--- config.mk ---
export PLATFORM = sky130hd
export DESIGN_NAME = i2s_frame_rx
export DESIGN_NICKNAME = d
export VERILOG_FILES = /design/src/rtl/i2s_frame_rx.sv
export SDC_FILE = /design/constraint.sdc
export NUM_CORES = 1
export LEC_CHECK = 0
export ABC_AREA = 1
export CORE_ASPECT_RATIO = 1.4
export CORE_MARGIN = 8
export CORE_UTILIZATION = 57
export DETAILED_ROUTE_END_ITERATION = 7
export PLACE_DENSITY = 0.93
export SYNTH_ARGS = -nofsm -noshare
export SYNTH_HDL_FRONTEND = slang
export SYNTH_SLANG_ARGS = --single-unit
--- constraint.sdc ---
create_clock -name bck -period 3.3 [get_ports bck]
set_input_delay 0.495 -clock bck [delete_from_list [all_inputs] [get_ports bck]]
set_output_delay 0.495 -clock bck [all_outputs]
set_load 0.01 [all_outputs]
--- src/rtl/i2s_frame_rx.sv ---
// i2s_frame_rx
//   Front end of the audio path. Samples LRCK and SDATA on rising bck,
//   deserialises each LRCK slot MSB-first into DATA_W-bit words and pairs
//   them into left/right stereo samples. Produces a registered one-cycle
//   lrck_changed strobe that a downstream bck halver samples on falling bck.
//   Output stays quiet (no capture, commit or error) until the first LRCK
//   edge after reset.
//
// Parameters
//   DATA_W      captured bits per slot (1..32); later slot bits are ignored
//   I2S_DELAY   1 = I2S (MSB one bck after the LRCK edge), 0 = left-justified
//   LEFT_LEVEL  LRCK level that marks the left slot
//
// Ports
//   bck           in   bit clock, all state changes on its rising edge
//   rst_n         in   asynchronous active-low reset
//   lrck          in   frame sync
//   sdata         in   serial data
//   lrck_changed  out  one-cycle strobe after a detected LRCK transition
//   left_data     out  last committed left word, held
//   right_data    out  last committed right word, held
//   sample_valid  out  one-cycle strobe: a new left+right pair is on the outputs
//   short_err     out  one-cycle strobe: a slot ended before DATA_W bits arrived
//   locked        out  high once the first LRCK edge after reset has been seen
module i2s_frame_rx #(
  parameter int DATA_W     = 16,
  parameter int I2S_DELAY  = 1,
  parameter int LEFT_LEVEL = 0
) (
  input  logic              bck,
  input  logic              rst_n,
  input  logic              lrck,
  input  logic              sdata,
  output logic              lrck_changed,
  output logic [DATA_W-1:0] left_data,
  output logic [DATA_W-1:0] right_data,
  output logic              sample_valid,
  output logic              short_err,
  output logic              locked
);

  localparam logic [5:0] FIRST_IDX = 6'(I2S_DELAY);
  localparam logic [5:0] LAST_IDX  = 6'(DATA_W - 1);
  localparam logic [5:0] WORD_BITS = 6'(DATA_W);
  localparam logic [5:0] FULL_CNT  = 6'(DATA_W + I2S_DELAY);
  localparam logic       LEFT_LVL  = (LEFT_LEVEL != 0);

  typedef enum logic {
    SYNC = 1'b0,
    RUN  = 1'b1
  } state_t;

  state_t state, state_nxt;

  logic              lrck_p0;
  logic              armed;
  logic [5:0]        bit_cnt;
  logic [DATA_W-1:0] shift;
  logic              left_seen;

  logic              change;
  logic              run_now;
  logic [5:0]        cnt_eff;
  logic [5:0]        slot_idx;
  logic              capture;
  logic              commit;
  logic              commit_left;
  logic              commit_right;
  logic              short_det;
  logic [DATA_W-1:0] shift_base;
  logic [DATA_W-1:0] shift_nxt;

  function automatic logic [5:0] sat_inc(input logic [5:0] v);
    return (v == 6'd63) ? v : v + 6'd1;
  endfunction

  // Stage p0 inputs: edge detect and slot bookkeeping, evaluated against the
  // registered previous LRCK sample.
  always_comb begin
    change     = armed & (lrck ^ lrck_p0);
    // The detecting posedge is count 0 of the new slot, so with no delay it
    // already carries the new slot's MSB.
    cnt_eff    = change ? 6'd0 : bit_cnt;
    // Index wraps to a large value while still inside the delay, which the
    // range check below rejects.
    slot_idx   = cnt_eff - FIRST_IDX;
    // The posedge that moves SYNC->RUN already belongs to the first real slot.
    run_now    = (state == RUN) | change;
    capture    = run_now & (slot_idx < WORD_BITS);
    commit     = capture & (slot_idx == LAST_IDX);
    // Current lrck equals the slot level on every commit posedge, including
    // the single-bit left-justified case where commit lands on the edge.
    commit_left  = commit & (lrck == LEFT_LVL);
    commit_right = commit & (lrck != LEFT_LVL);
    // bit_cnt holds the length of the slot that is ending; a slot shorter
    // than delay + DATA_W never reached its commit posedge.
    short_det  = change & (state == RUN) & (bit_cnt < FULL_CNT);
    shift_base = change ? '0 : shift;
    shift_nxt  = (shift_base << 1) | DATA_W'(sdata);
  end

  always_comb begin
    state_nxt = state;
    case (state)
      SYNC:    if (change) state_nxt = RUN;
      RUN:     state_nxt = RUN;
      default: state_nxt = SYNC;
    endcase
  end

  // Stage p0 -> outputs: every register updates on the same posedge, so all
  // strobes and data words become visible one bck after the sampling edge.
  always_ff @(posedge bck or negedge rst_n) begin
    if (!rst_n) begin
      state        <= SYNC;
      armed        <= 1'b0;
      bit_cnt      <= 6'd0;
      shift        <= '0;
      left_seen    <= 1'b0;
      lrck_changed <= 1'b0;
      left_data    <= '0;
      right_data   <= '0;
      sample_valid <= 1'b0;
      short_err    <= 1'b0;
      locked       <= 1'b0;
    end else begin
      // lrck_p0 is deliberately left out of the reset branch: it simply holds
      // during reset and armed masks its first comparison afterwards.
      lrck_p0      <= lrck;
      armed        <= 1'b1;
      state        <= state_nxt;
      locked       <= (state_nxt == RUN);
      lrck_changed <= change;
      bit_cnt      <= sat_inc(cnt_eff);
      short_err    <= short_det;
      sample_valid <= commit_right & left_seen;

      if (capture) begin
        shift <= shift_nxt;
      end else if (change) begin
        shift <= '0;
      end

      if (commit_left) begin
        left_data <= shift_nxt;
      end
      if (commit_right) begin
        right_data <= shift_nxt;
      end

      if (commit_left) begin
        left_seen <= 1'b1;
      end else if (commit_right | short_det) begin
        left_seen <= 1'b0;
      end
    end
  end

endmodule
==> impl_metrics.tcl, run 1 <==
set metrics [dict create \
    vias_per_cell 5.47 \
    drtIter0Drc 197 \
    cp-end-kind "register" \
    r2r-end "right_data[12]" \
    cap_violations 0 \
    cts_root_buf "clkbuf_8" \
    die_area_mm2 0.00718 \
    power_mw 2.47 \
    antenna_found_initial 0 \
    powerDensity_mw_per_mm2 751 \
    grt_pass1_vias 2172 \
    worstSkewPairLatency_ns 0.34 \
    cp.depth 12 \
    drive_above_1_share_pct 11.5 \
    coreArea_mm2 0.00454 \
    p_leak_nw 1.62 \
    grt_overflow_total 0 \
    cts_made_buffers 9 \
    slowest_delay_ns 0.54 \
    r2r_start "lrck_p0" \
    setup_tns_ns 0 \
    timing.reg2reg.setup_slack_ns 1.21 \
    htreeDepth 3 \
    wl_mm 5.84 \
    post-cts-setup-buffer-count 0 \
    hp-class "input pin to async pin" \
    period_needed_ns 2.49 \
    finalCritPeriodShare_pct 75.5 \
    cp-start-kind "input pin" \
    reg2reg_depth 12 \
    syn_area_mm2 0.00268 \
    arrival_ns 2.77 \
    die_x_um 73.9 \
    yosys_warnings 0 \
    synthCells 303 \
    drc 0 \
    hpwl_mm 3.98 \
    cts.sinks 60 \
    cp_slowest_cell "clkdlybuf4s50_1" \
    avgSynthCellArea_um2 8.84 \
    relSlewSlack_pct 52.2 \
    cts_tree "yes" \
    syn_nets 308 \
    wire_per_inst_um 14.2 \
    n_antenna_cell 0 \
    crit_path_frequent_cell "nand2_1" \
    drv_slew 0 \
    crit_required_ns 3.58 \
    cts_resized 0 \
    worstMarginPinSlew_ns 0.718 \
    use_met1_pct 18.8 \
    layout_common_cells "100 x nand2_1, 59 x dfrtp_1, 38 x clkdlybuf4s50_1" \
    die_h_um 97.1 \
    clk_pin_slew_ns 0.06 \
    nNetsFinal 349 \
    use_met2_pct 29.2 \
    rows 29 \
    place.port_buffers 39 \
    clockBufferDepth 2 \
    grt_max_degree 60 \
    rsz0062_at_grt "false" \
    setup_violations 0 \
    fmax_mhz 401 \
    grtUsageTotal_pct 17.1 \
    use_met3_pct 4.44 \
    hold_violations 0 \
    dr.pass1.iters 5 \
    crit_type "input pin to register" \
    ys_seq_elements 60 \
    synthToLayoutAreaGrowth_pct 22.9 \
    io_pins 40 \
    clock_skew_ns 0.00656 \
    cp_max_fo 33 \
    dr_total_vias 2248 \
    start_util_pct 59.1 \
    final_common_cell "nand2_1" \
    cts_hold_buf 0 \
    ant_nets 0 \
    synth_cell_types 27 \
    busiest_layer "met2" \
    critPathTopFamily "buffers and inverters" \
    gp_congestion 0.822 \
    fillers 325 \
    grt_pass1_wl_mm 9.67 \
    vdd_drop_max_mv 0.397 \
    yosysSeqAreaShare_pct 56.2 \
    outcome "completed" \
    path_cells "clkdlybuf4s50_1 > buf_4 > inv_2 > nand2_1 > nand3_2 > nand2_1 > ha_1 > inv_1 > a21oi_4 > buf_4 > nand4_1 > nand2_1" \
    worstPathBufferInverterCount 5 \
]
==> power by group <==
group | internal, mW | total, mW | switching (mW)
Clock | 0.333 | 0.606 | 0.274
Combinational | 0.343 | 0.850 | 0.507
Sequential | 0.920 | 1.02 | 0.0973
==> Yosys cell counts (all sizes together) <==
library cell	count	area share, %
buf	12	2.8
nand4	34	7.9
ha	1	0.47
edfxtp	1	1.1
o21ai	16	3.7
o211ai	2	0.56
inv	31	4.3
nand3	9	3.0
nor2	27	4.6
nor3	1	0.19
nand2	102	14
o22ai	1	0.23
clkbuf	4	0.56
dfrtp	59	55
conb	1	0.14
a21oi	2	0.79
==> kinds of logic (layout without fill, tap and decap cells) <==
group | Yosys count | count (layout) | share of synthesized area (%)
adders and majority gates | 1 | 1 | 0.467
AOI/OAI and AO/OA | 21 | 21 | 5.28
buffers and inverters | 47 | 93 | 7.71
other | 1 | 1 | 0.140
and+or+nand+nor | 173 | 173 | 30.2
DFF | 60 | 60 | 56.2
==> registers in the layout, summed over array words and instances (netlist names), 6 cells and up <==
| register | flops |
|---|---|
| right_data | 16 |
| left_data | 16 |
| bit_cnt | 6 |
| shift | 15 |
==> layout make-up <==
cell class              count  area, µm²  area share [%]
multi-input cells         196        966            29.3
clock buffers              13        169            5.13
flip-flops and latches     60       1510            45.7
well taps                  62       77.6            2.36
clock inverters             3       20.0           0.608
inverters                  31        116            3.53
repair buffers             46        438            13.3
==> through the flow <==
| stage | std cells | worst slack, ns | hold slack (ns) | area (µm²) | util [%] |
|---|---|---|---|---|---|
| after global routing | 411 | 0.628 | 0.364 | 3290 | 72.6 |
| after CTS | 411 | 0.855 | 0.344 | 3290 | 72.6 |
| after floorplan | 303 | 0.993 | 0.199 | 2680 | - |
| after detailed placement | 395 | 0.535 | 0.458 | 3100 | 68.4 |
| final | 411 | 0.807 | 0.310 | 3290 | 72.6 |
| after global placement | 395 | 0.629 | 0.454 | 3100 | 68.4 |
==> how the worst max path moves through the flow <==
stage	slack (ns)	end	startpoint
floorplan	0.99	left_data[10]	lrck
global placement	0.63	left_seen	lrck
detailed placement	0.54	right_data[15]	lrck
CTS	0.86	left_seen	lrck
global route	0.63	left_seen	lrck
finish	0.81	right_data[12]	lrck
==> metal layers <==
layer | part of all wire [%] | vias to the layer above | routed length, µm
li1 | - | 1065 | -
met1 | 38 | 1067 | 2240
met2 | 53 | 97 | 3080
met3 | 6.2 | 19 | 362
met4 | 2.5 | 0 | 148
met5 | 0 | - | 0
==> worst reg2reg max path: cells and delay by family, from the launching register on <==
kind,cells,cell delay [ns]
buf+inv,4,0.64
simple gates,6,0.63
flops,1,0.43
compound gates,1,0.19
fa+ha+maj,1,0.13
No activity file was read; power rests on OpenSTA's default activity.
==> run 2, diff against run 1 <==
- CORE_UTILIZATION: 57 -> 53
- PLACE_DENSITY: 0.93 -> 0.88
- clock period: 3.3 -> 2.4 ns (I/O delays scaled with it)
==> run 2 against run 1 <==
Compared with the run above: register-to-register slack got worse by 0.67 ns; first-iteration DRC count rose by 7.6%; die area rose by 6.1%; global-route usage fell by 0.71 points; clock skew fell by 0.0016 ns; routed wire length barely moved; total power rose by 45%; critical endpoint is now left_data[1].
==> impl_metrics.tcl, run 2 (synthesis results as in run 1) <==
set metrics [dict create \
    clock_skew_ns 0.00496 \
    powerDensity_mw_per_mm2 1070 \
    worstMarginPinSlew_ns 0.726 \
    die_h_um 100 \
    cp_max_fo 17 \
    coreArea_mm2 0.00488 \
    cp-start-kind "input pin" \
    fillers 371 \
    relSlewSlack_pct 51.6 \
    cts_root_buf "clkbuf_8" \
    setup_tns_ns 0 \
    antenna_found_initial 0 \
    period_needed_ns 2.01 \
    power_switching_mw 1.19 \
    cts_hold_buf 0 \
    grt_overflow_total 0 \
    p_clk_share_pct 27.7 \
    gp_congestion 0.845 \
    slowest_delay_ns 0.57 \
    cts_made_buffers 9 \
    dr.pass1.iters 4 \
    power_mw 3.58 \
    fmax_mhz 497 \
    outcome "completed" \
    cts_tree "yes" \
    drv_slew 0 \
    cts.sinks 60 \
    final_common_cell "nand2_1" \
    power_frac_comb_pct 33.4 \
    drc 0 \
    worstSkewPairLatency_ns 0.34 \
    path_cells "clkdlybuf4s50_1 > inv_2 > nand2_1 > nand3_2 > nand2_1 > ha_1 > inv_1 > a21oi_4 > nand3_4 > nand2_1 > nand2_1" \
    grt_pass1_wl_mm 10.1 \
    cp-end-kind "register" \
    clk_pin_slew_ns 0.06 \
    grt_max_degree 60 \
    clockBufferDepth 2 \
    hold_violations 0 \
    hpwl_mm 3.88 \
    drive_above_1_share_pct 11.5 \
    hp-class "input pin to async pin" \
    setup_violations 0 \
    synthToLayoutAreaGrowth_pct 24.9 \
    post-cts-setup-buffer-count 0 \
    die_area_mm2 0.00762 \
    intPower_mw 2.39 \
    die_x_um 76.1 \
    crit_type "input pin to register" \
    ant_nets 0 \
    p_leak_nw 1.65 \
    crit_path_frequent_cell "nand2_1" \
    final_core_util_pct 68.6 \
    cp_slowest_cell "clkdlybuf4s50_1" \
    dr_total_vias 2193 \
    multiInputGateArea_um2 966 \
    grtUsageTotal_pct 16.4 \
    top_regs "left_data x16, right_data x16, shift x15" \
    arrival_ns 2.24 \
    layout_common_cells "100 x nand2_1, 59 x dfrtp_1, 38 x clkdlybuf4s50_1" \
    vdd_drop_max_mv 0.605 \
    wire_per_inst_um 14.2 \
    place.port_buffers 39 \
    swShare_pct 33.3 \
    cap_violations 0 \
    nNetsFinal 351 \
    finalCritPeriodShare_pct 83.9 \
    drtIter0Drc 212 \
    rsz0062_at_grt "false" \
    start_util_pct 54.9 \
    crit_required_ns 2.63 \
    seq_area_mm2 0.00151 \
    wl_mm 5.84 \
    setup_ws_ns 0.386 \
    cts_resized 0 \
    rows 30 \
    io_pins 40 \
    n_antenna_cell 0 \
    grt_pass1_vias 2194 \
    seq_power_share_pct 38.9 \
    vias_per_cell 5.32 \
    htreeDepth 3 \
    place_ws_ns 0.0510 \
]
[run 2: worst max-delay path: cells and delay by family]
kind            cells  cell delay (ns)
fa+ha+maj           1             0.15
simple gates        6             0.80
compound gates      1             0.23
buf+inv             3             0.68
[run 2: worst paths after layout]
kind	start	end	slack, ns	depth (start not counted)
worst max-delay path	lrck	left_data[1]	0.39	11
worst min-delay path	rst_n	short_err	0.18	2
worst max register to register	lrck_p0	left_data[1]	0.54	11
worst min register to register	right_data[12]	right_data[12]	0.47	2
max in group asynchronous	rst_n	left_data[13]	1.74	2
min in group bck	rst_n	lrck_p0	0.23	1
[run 2: layout make-up]
| class | count | area share [%] |
|---|---|---|
| Sequential cell | 60 | 45.0 |
| Multi-Input combinational cell | 196 | 28.9 |
| Timing Repair Buffer | 48 | 13.9 |
| Clock buffer | 11 | 4.53 |
| Inverter | 31 | 3.48 |
| Tap cell | 64 | 2.39 |
| Clock inverter | 2 | 1.80 |
[run 2: layer usage]
metal | vias to the layer above | track usage [%] | share of wire (%)
met5 | - | 0 | 0
met4 | 0 | 9.96 | 3.1
met3 | 13 | 5.72 | 6.4
met2 | 70 | 27.8 | 50
met1 | 1041 | 17.1 | 40
li1 | 1069 | - | -
[run 2: per-stage QoR]
step,cell area (µm²),std cells,hold slack [ns]
after global routing,3350,412,0.231
after floorplan,2680,303,0.0644
after global placement,3130,399,0.454
final,3350,412,0.183
after CTS,3350,412,0.206
after detailed placement,3130,399,0.458
[run 2: power by group through the flow]
stage | sequential (mW) | clock, mW | combinational [mW]
global placement | 1.40 | 0 | 1.15
CTS | 1.39 | 0.988 | 1.20
global route | 1.42 | 1.03 | 1.33
detailed placement | 1.41 | 0 | 1.19
floorplan | 1.47 | 0 | 0.662
finish | 1.39 | 0.990 | 1.20
